--- src/rtl/reg_file.sv ---
// reg_file -- dual-read, single-write register file feeding the operand-select mux.
//
// Purpose:
//   2**ADDR_WIDTH words of DATA_WIDTH bits. Entry 0 always reads as zero.
//   Read data is registered, so rdData0/rdData1 can drive the mux inCh0/inCh1
//   inputs directly. No combinational path from any input to any output.
//
// Optional feature (macro REG_FILE_BYPASS_EN):
//   defined   -> a read and a write that hit the same nonzero entry on the same
//                edge return the new (written) value.
//   undefined -> the same case returns the entry's old value.
//
// Ports:
//   clk      in   1           rising-edge clock
//   rst      in   1           asynchronous, active-high reset
//   rdEn     in   1           sample both read addresses this edge
//   rdAddr0  in   ADDR_WIDTH  read port 0 address
//   rdAddr1  in   ADDR_WIDTH  read port 1 address
//   wrEn     in   1           write strobe
//   wrAddr   in   ADDR_WIDTH  write address (0 = discarded)
//   wrData   in   DATA_WIDTH  write data
//   rdData0  out  DATA_WIDTH  registered read data, port 0
//   rdData1  out  DATA_WIDTH  registered read data, port 1
//   rdValid  out  1           one-cycle pulse per accepted read
//
// Handshake: there is no backpressure. A read is accepted on every edge where
// rdEn=1; rdValid is high for exactly the cycle after that edge, and
// rdData0/rdData1 hold the result until the next accepted read (they are
// stable, not cleared, while rdEn=0).

module reg_file #(
  parameter int DATA_WIDTH = 32,
  parameter int ADDR_WIDTH = 5
) (
  input  logic                  clk,
  input  logic                  rst,
  input  logic                  rdEn,
  input  logic [ADDR_WIDTH-1:0] rdAddr0,
  input  logic [ADDR_WIDTH-1:0] rdAddr1,
  input  logic                  wrEn,
  input  logic [ADDR_WIDTH-1:0] wrAddr,
  input  logic [DATA_WIDTH-1:0] wrData,
  output logic [DATA_WIDTH-1:0] rdData0,
  output logic [DATA_WIDTH-1:0] rdData1,
  output logic                  rdValid
);

  localparam int DEPTH = 2 ** ADDR_WIDTH;
  localparam logic [ADDR_WIDTH-1:0] ZERO_ADDR = '0;

  logic [DATA_WIDTH-1:0] r_mem [DEPTH];
  logic [DATA_WIDTH-1:0] r_rd_data0;
  logic [DATA_WIDTH-1:0] r_rd_data1;
  logic                  r_rd_valid;

  logic                  w_wr_hit;
  logic [DATA_WIDTH-1:0] w_rd_next0;
  logic [DATA_WIDTH-1:0] w_rd_next1;

  // Writes to address 0 are dropped so entry 0 never leaves its reset value.
  assign w_wr_hit = wrEn && (wrAddr != ZERO_ADDR);

  // Next read values. Address 0 is forced to zero ahead of any bypass so a
  // same-edge write to 0 can never leak through.
  always_comb begin
    w_rd_next0 = '0;
    w_rd_next1 = '0;
    if (rdAddr0 != ZERO_ADDR) begin
      w_rd_next0 = r_mem[rdAddr0];
`ifdef REG_FILE_BYPASS_EN
      if (w_wr_hit && (wrAddr == rdAddr0)) w_rd_next0 = wrData;
`endif
    end
    if (rdAddr1 != ZERO_ADDR) begin
      w_rd_next1 = r_mem[rdAddr1];
`ifdef REG_FILE_BYPASS_EN
      if (w_wr_hit && (wrAddr == rdAddr1)) w_rd_next1 = wrData;
`endif
    end
  end

  always_ff @(posedge clk or posedge rst) begin
    if (rst) begin
      for (int i = 0; i < DEPTH; i++) r_mem[i] <= '0;
      r_rd_data0 <= '0;
      r_rd_data1 <= '0;
      r_rd_valid <= 1'b0;
    end else begin
      if (w_wr_hit) r_mem[wrAddr] <= wrData;
      r_rd_valid <= rdEn;
      if (rdEn) begin
        r_rd_data0 <= w_rd_next0;
        r_rd_data1 <= w_rd_next1;
      end
    end
  end

  assign rdData0 = r_rd_data0;
  assign rdData1 = r_rd_data1;
  assign rdValid = r_rd_valid;

endmodule
--- config.mk ---
export PLATFORM = sky130hd
export DESIGN_NAME = reg_file
export DESIGN_NICKNAME = d
export VERILOG_FILES = /design/src/rtl/reg_file.sv
export SDC_FILE = /design/constraint.sdc
export NUM_CORES = 2
export LEC_CHECK = 0
export BUFFER_PORTS_ARGS = -buffer_cell sky130_fd_sc_hd__buf_4
export CAP_MARGIN = 30
export CORE_UTILIZATION = 50
export DETAILED_ROUTE_END_ITERATION = 16
export GPL_TIMING_DRIVEN = 1
export HOLD_SLACK_MARGIN = 0.12
export MAX_ROUTING_LAYER = met4
export PLACE_DENSITY_LB_ADDON = 0.1
export SETUP_SLACK_MARGIN = 0.2
export SLEW_MARGIN = 20
export SYNTH_ARGS = -nofsm -noshare
export SYNTH_HDL_FRONTEND = slang
export SYNTH_SLANG_ARGS = --single-unit
--- constraint.sdc ---
create_clock -name clk -period 83.8 [get_ports clk]
set_input_delay 16.76 -clock clk [delete_from_list [all_inputs] [get_ports clk]]
set_output_delay 16.76 -clock clk [all_outputs]
set_load 0.1 [all_outputs]
Yosys cells after proc, flatten, opt, wreduce, memory -nomap -nowiden. Cells that the tools add are included.

Input port bits: 51. Register bits after elaboration: 1089.

Bitwise logic cells: 3. Muxes and demuxes: 11. $lt $le $gt $ge: 4. Reductions and logical operators: 5.

Operator list (count): 1024-bit bitwise mux (1); 32-bit binary-select mux with 5-bit select (2); 32-bit 2-to-1 mux (7); 32-bit demux with 5-bit select (1); 6-bit greater-or-equal comparator (second input constant) (3); 5-bit NOT with 6-bit output (3); 5-bit nonzero test (3); 6-bit by 1-bit less-than comparator with 1-bit output (second input constant) (1); 1-bit logical AND (2).

Logic depth before layout (Yosys ltp).
Word-level depth: 6. Mapped depth: 9. Gate-level depth less buffers: 4.

Least setup slack after synthesis. OpenSTA, ideal clock, no wires.

Kind: input to register. From: input rdAddr1[1]. To: register r_rd_data1[13] (netlist: rdData1[13]). Buffers on the path: 4. Library setup time: 0.138 ns. Arrival time: 18.473 ns. Path slack: 65.189 ns. Stages: 8. Cell sequence: buf_2 buf_2 buf_2 buf_1 mux2i_1 o211ai_1 a2111oi_0 a21oi_1.

Longest elaborated chain between the ends: 5.

RTL lines: from (decl) (line 39) `input logic [ADDR_WIDTH-1:0] rdAddr1,`; 5-bit NOT with 6-bit output (not written as such) (line 75) `w_rd_next1 = r_mem[rdAddr1];`; 32-bit binary-select mux with 5-bit select (line 75); 32-bit 2-to-1 mux (not written as such) (2 in series) (line 75); 32-bit 2-to-1 mux (*) (line 74) `if (rdAddr1 != ZERO_ADDR) begin`; to (signal assigned) (line 93) `r_rd_data1 <= w_rd_next1;`; to (decl) (line 53) `logic [DATA_WIDTH-1:0] r_rd_data1;`.

Mark *: on every way between the ends. The rest lies on a longest branch, timed or not. The select of a mux whose other input is x is not followed. A chain may end at the register's enable or synchronous reset.

Final worst setup path. Same ends and word-level chain as after synthesis.

==> impl_results.html <==
<table>
<tr><th>Metric</th><th>Value</th></tr>
<tr><th colspan="2">Outcome</th></tr>
<tr><td>Outcome</td><td>complete, no violations</td></tr>
<tr><th colspan="2">STA</th></tr>
<tr><td>Worst clock skew</td><td>between 0.02 and 0.025 ns</td></tr>
<tr><td>Maximum clock frequency</td><td>0.0497 GHz</td></tr>
<tr><td>Headroom to the max-slew limit</td><td>0.288</td></tr>
<tr><td>Final count of pins violating max slew</td><td>0</td></tr>
<tr><td>Post-route clock period utilization</td><td>0.240</td></tr>
<tr><td>Pin slew with the least headroom to its limit</td><td>roughly 1.1 ns</td></tr>
<tr><td>Setup slack of the critical path after layout</td><td>63.67 ns</td></tr>
<tr><td>Worst hold-check slack</td><td>0.396 ns</td></tr>
<tr><td>Number of endpoints with negative hold slack in the final report</td><td>0</td></tr>
<tr><td>Final critical path time including I/O delays and setup</td><td>20.13 ns</td></tr>
<tr><td>Setup TNS after final layout</td><td>0 ns</td></tr>
<tr><td>Unrepaired setup endpoints after global routing</td><td>false</td></tr>
<tr><td>Final setup violation count</td><td>0</td></tr>
<tr><th colspan="2">Worst setup path</th></tr>
<tr><td>Cell type with the highest occurrence count on the critical path</td><td>sky130_fd_sc_hd__buf_4</td></tr>
<tr><td>Worst reg2reg startpoint</td><td>r_mem[785]</td></tr>
<tr><td>Worst Setup Start Kind</td><td>input pin</td></tr>
<tr><td>Buffers &amp; Inverters on Critical Path</td><td>4</td></tr>
<tr><td>Maximum fanout along the worst path</td><td>a little under 70</td></tr>
<tr><td>Crit path capture type</td><td>flip-flop</td></tr>
<tr><td>Worst setup endpoint</td><td>rdData1[13]</td></tr>
<tr><td>Critical path class</td><td>input pin to flip-flop</td></tr>
<tr><td>Reg2Reg Capture Point</td><td>rdData0[17]</td></tr>
<tr><td>Launch point of the critical path</td><td>rdAddr1[1]</td></tr>
<tr><td>Slowest cell on crit path</td><td>sky130_fd_sc_hd__buf_4</td></tr>
<tr><td>Dominant delay contributor by cell family on the critical path</td><td>buffers and inverters</td></tr>
<tr><td>Reg2Reg Depth</td><td>4</td></tr>
<tr><td>Endpoint required time on the critical path</td><td>~84 ns</td></tr>
<tr><td>Worst setup slack for register-to-register paths</td><td>slightly above 80 ns</td></tr>
<tr><td>Stages on the worst setup path</td><td>8</td></tr>
<tr><td>Data arrival time of the critical path</td><td>slightly above 20 ns</td></tr>
<tr><td>Crit-path max cell delay</td><td>between 0.7 and 0.8 ns</td></tr>
<tr><td>Worst path cell trace</td><td>buf_8, buf_4, buf_4, buf_4, mux4_2, mux2_2, a2111oi_0, a21oi_1</td></tr>
<tr><th colspan="2">Placement</th></tr>
<tr><td>I/O Buffers</td><td>~120</td></tr>
<tr><td>Detailed-placement wirelength estimate</td><td>around 100,000 um</td></tr>
<tr><td>Global placer's final weighted congestion</td><td>0.808</td></tr>
<tr><td>Worst Setup Slack post-DPL</td><td>about 63 ns</td></tr>
<tr><th colspan="2">Clock tree</th></tr>
<tr><td>Clock transition at the registers of the reported paths</td><td>about 0.06 ns</td></tr>
<tr><td>Buffer depth of the longest clock path</td><td>3</td></tr>
<tr><td>Number of H-tree levels</td><td>3</td></tr>
<tr><td>Post-CTS Hold Fix Bufs</td><td>0</td></tr>
<tr><td>Post-CTS setup buffers</td><td>0</td></tr>
<tr><td>Clock tree from TritonCTS</td><td>yes</td></tr>
<tr><td>Post-CTS Resized</td><td>0</td></tr>
<tr><td>Clock Root Buffer</td><td>sky130_fd_sc_hd__clkbuf_16</td></tr>
<tr><td>Clock sink count</td><td>around 1.1k</td></tr>
<tr><td>Clock buffers created by TritonCTS</td><td>119</td></tr>
<tr><td>Worst-Skew Late Latency</td><td>~0.72 ns</td></tr>
<tr><th colspan="2">Power and ir drop</th></tr>
<tr><td>Part of the power in the clock network</td><td>0.352</td></tr>
<tr><td>Worst-case vdd ir drop</td><td>0.0189 mV</td></tr>
<tr><td>Switching power</td><td>around 430 uW</td></tr>
<tr><td>Total power density per cell area</td><td>~25 nW/um2</td></tr>
<tr><td>Static Leak</td><td>0.0276 uW</td></tr>
<tr><td>Fraction of power spent switching nets</td><td>0.279</td></tr>
<tr><td>Sequential fraction of design power</td><td>0.451</td></tr>
<tr><td>Internal</td><td>about 1100 uW</td></tr>
<tr><td>Comb pwr share</td><td>0.198</td></tr>
<tr><th colspan="2">Floorplan</th></tr>
<tr><td>Overall die width</td><td>about 340 um</td></tr>
<tr><td>Initial standard-cell utilization of the core</td><td>0.504</td></tr>
<tr><td>Number of rows created at floorplan</td><td>about 120</td></tr>
<tr><td>Floorplan die area</td><td>115,000 um2</td></tr>
<tr><td>Number of top-level design ports</td><td>roughly 120</td></tr>
<tr><td>Die Y-Extent</td><td>339 um</td></tr>
<tr><td>Placeable core area</td><td>112,000 um2</td></tr>
<tr><th colspan="2">Synthesis</th></tr>
<tr><td>Adder-Cell Fraction of Synth Area</td><td>0</td></tr>
<tr><td>Area fraction in and, or, nand and nor cells after synthesis</td><td>0.0319</td></tr>
<tr><td>Post-synth design cell area</td><td>~57,000 um2</td></tr>
<tr><td>Yosys warning total</td><td>0</td></tr>
<tr><td>Sequential cell area fraction in the yosys report</td><td>0.481</td></tr>
<tr><td>Multiplexer fraction of the synthesized cell area</td><td>0.405</td></tr>
<tr><td>Post-Synthesis Mean Instance Area</td><td>around 14 um2</td></tr>
<tr><td>Nets in the synthesized netlist</td><td>4,055</td></tr>
<tr><td>Most used flip-flop cell after synthesis</td><td>sky130_fd_sc_hd__dfrtp_1</td></tr>
<tr><td>Number of unique standard cell types used by synthesis</td><td>38</td></tr>
<tr><td>Combinational family with the most area after synthesis</td><td>multiplexers</td></tr>
<tr><td>Synth Area in Compound Gates</td><td>0.0479</td></tr>
<tr><td>Number of flops mapped to enable cells by yosys</td><td>0</td></tr>
<tr><td>Fraction of registers with async set or reset after synthesis</td><td>1.00</td></tr>
<tr><td>Flop and latch count out of synthesis</td><td>~1.1k</td></tr>
<tr><td>Cell count after synthesis</td><td>between 4k and 5k</td></tr>
<tr><td>Share of the synthesized netlist area taken by xor and xnor gates</td><td>0</td></tr>
<tr><th colspan="2">Worst hold path</th></tr>
<tr><td>Worst hold path depth</td><td>0</td></tr>
<tr><td>Start point of the worst hold path</td><td>r_mem[1018]</td></tr>
<tr><td>Path type of the worst min-delay path</td><td>flip-flop to flip-flop</td></tr>
<tr><th colspan="2">Layout</th></tr>
<tr><td>Net count, final</td><td>between 3k and 4k</td></tr>
<tr><td>Fraction of layout cells with a size suffix above 1</td><td>0.458</td></tr>
<tr><td>Filler cell count in the final layout</td><td>around 9k</td></tr>
<tr><td>Synth-to-Final Area Change</td><td>10.8%</td></tr>
<tr><td>Fraction of the core area covered by cells at the end of the flow</td><td>0.559</td></tr>
<tr><th colspan="2">Detailed routing</th></tr>
<tr><td>Wirelength, routed</td><td>180,000 um</td></tr>
<tr><td>Number of iterations in the first detailed-routing pass</td><td>5</td></tr>
<tr><td>Number of vias after detailed routing</td><td>between 30k and 40k</td></tr>
<tr><td>Final antenna-violating net count</td><td>0</td></tr>
<tr><td>Number of DRC markers after the initial detailed-route iteration</td><td>3,345</td></tr>
<tr><td>Post-route DRC violation count</td><td>0</td></tr>
<tr><td>Average wire length per cell after detail routing</td><td>roughly 33 um</td></tr>
<tr><td>Drt via density</td><td>about 6.7</td></tr>
<tr><th colspan="2">Flow run</th></tr>
<tr><td>Max-Cap Viols</td><td>0</td></tr>
<tr><th colspan="2">Global route</th></tr>
<tr><td>Maximum number of pins on one net before global-route repair</td><td>170</td></tr>
<tr><td>Vias in the first global route</td><td>37.2k</td></tr>
<tr><td>Antenna violations before repair</td><td>14</td></tr>
<tr><td>First-pass GRT wire length</td><td>roughly 260,000 um</td></tr>
<tr><td>Total global routing overflow</td><td>0</td></tr>
<tr><td>Total Routing Usage GR</td><td>0.324</td></tr>
</table>
power groups by stage:
stage	clock network [uW]	registers, uW	logic (uW)
3_3_place_gp	0	698	298
2_1_floorplan	0	708	220
6_report	543	696	305
3_5_place_dp	0	702	304
5_1_grt	573	709	325
4_1_cts	552	693	305
cells in the mapped netlist, types with 2 or more instances:
cell type | count | area, um2
sky130_fd_sc_hd__nor3b_1 | 4 | 30.0
sky130_fd_sc_hd__o22ai_1 | 124 | 776
sky130_fd_sc_hd__nand2b_1 | 66 | 413
sky130_fd_sc_hd__a21oi_1 | 62 | 310
sky130_fd_sc_hd__nand3b_1 | 10 | 75.1
sky130_fd_sc_hd__buf_1 | 50 | 188
sky130_fd_sc_hd__nor4bb_1 | 2 | 20.0
sky130_fd_sc_hd__buf_6 | 12 | 135
sky130_fd_sc_hd__nand3_1 | 4 | 20.0
sky130_fd_sc_hd__nor3_1 | 5 | 25.0
sky130_fd_sc_hd__a22o_1 | 60 | 526
sky130_fd_sc_hd__nor4b_1 | 2 | 17.5
sky130_fd_sc_hd__clkbuf_1 | 286 | 1070
sky130_fd_sc_hd__a2111oi_0 | 66 | 578
sky130_fd_sc_hd__buf_4 | 21 | 158
sky130_fd_sc_hd__or4_1 | 64 | 480
sky130_fd_sc_hd__mux2_2 | 1056 | 11900
sky130_fd_sc_hd__buf_2 | 69 | 345
sky130_fd_sc_hd__nand2_1 | 16 | 60.1
sky130_fd_sc_hd__a211oi_1 | 2 | 15.0
sky130_fd_sc_hd__o211ai_1 | 62 | 465
sky130_fd_sc_hd__mux4_2 | 324 | 7300
sky130_fd_sc_hd__nor4_1 | 4 | 25.0
sky130_fd_sc_hd__o2111ai_1 | 2 | 17.5
sky130_fd_sc_hd__or3_1 | 4 | 25.0
sky130_fd_sc_hd__a31o_2 | 2 | 17.5
sky130_fd_sc_hd__nor2b_1 | 2 | 12.5
sky130_fd_sc_hd__dfrtp_1 | 1089 | 27300
sky130_fd_sc_hd__mux2i_1 | 378 | 3780
sky130_fd_sc_hd__or3b_2 | 5 | 43.8
sky130_fd_sc_hd__nor2_1 | 143 | 537
sky130_fd_sc_hd__clkinv_1 | 2 | 7.51
final cells by class:
cell class              instances  area [um2]  share of cell area
flip-flops and latches       1089       27300               0.434
well taps                    1500        1880              0.0299
multi-input cells            2474       27700               0.442
repair buffers                220        1860              0.0296
diodes                         11        27.5            0.000438
inverters                       3        18.8            0.000299
clock inverters                35         473             0.00753
clock buffers                 185        3550              0.0565
how the worst min path moves through the flow:
stage / slack, ns / endpoint
5_1_grt: 0.41 / r_mem[1012]
3_3_place_gp: 0.38 / r_mem[1017]
2_1_floorplan: 0.45 / r_mem[1000]
4_1_cts: 0.40 / r_mem[1013]
6_report: 0.40 / r_mem[1018]
3_5_place_dp: 0.39 / r_mem[1013]
stage by stage:
stage	std cells	power, uW	area, um2
floorplan	4004	928	56700
global placement	5276	996	58500
detailed placement	5280	1010	58600
CTS	5500	1550	62600
global route	5516	1610	62800
finish	5517	1540	62800
registers in the layout (all words and copies together) (netlist names):
name / cells
r_mem: 1024
rdData0: 32
rdData1: 32
rdValid: 1
cells by family (layout without fill, tap and decap cells):
| group | count (synthesis) | after routing |
|---|---|---|
| other | 0 | 11 |
| multiplexers | 1758 | 1758 |
| AND/OR/NAND/NOR | 334 | 334 |
| buffers and inverters | 441 | 443 |
| flip-flops | 1089 | 1089 |
| AO/OA/AOI/OAI | 382 | 382 |
cell usage in the layout (no fill, tap or decap), drive strengths merged, types with 3 or more instances in the layout:
cell type	count
a22o	60
buf	220
or3	4
o22ai	124
clkinvlp	3
a21oi	62
nor2	143
diode	11
nand3	4
a2111oi	66
dfrtp	1089
nor3b	4
nor3	5
clkinv	17
nand2b	66
o211ai	62
mux2	1056
or4	64
nand3b	10
or3b	5
clkbuf	185
nand2	16
mux2i	378
mux4	324
bufinv	11
inv	7
nor4	4
routing by layer:
metal | vias to the layer above | routed length [um] | GRT usage
li1 | 15100 | - | -
met1 | 20000 | 80700 | 0.466
met2 | 1249 | 80400 | 0.470
met3 | 282 | 13900 | 0.0661
met4 | 0 | 4720 | 0.0845
met5 | - | 0 | -
Power figures use the tool's default switching activity.
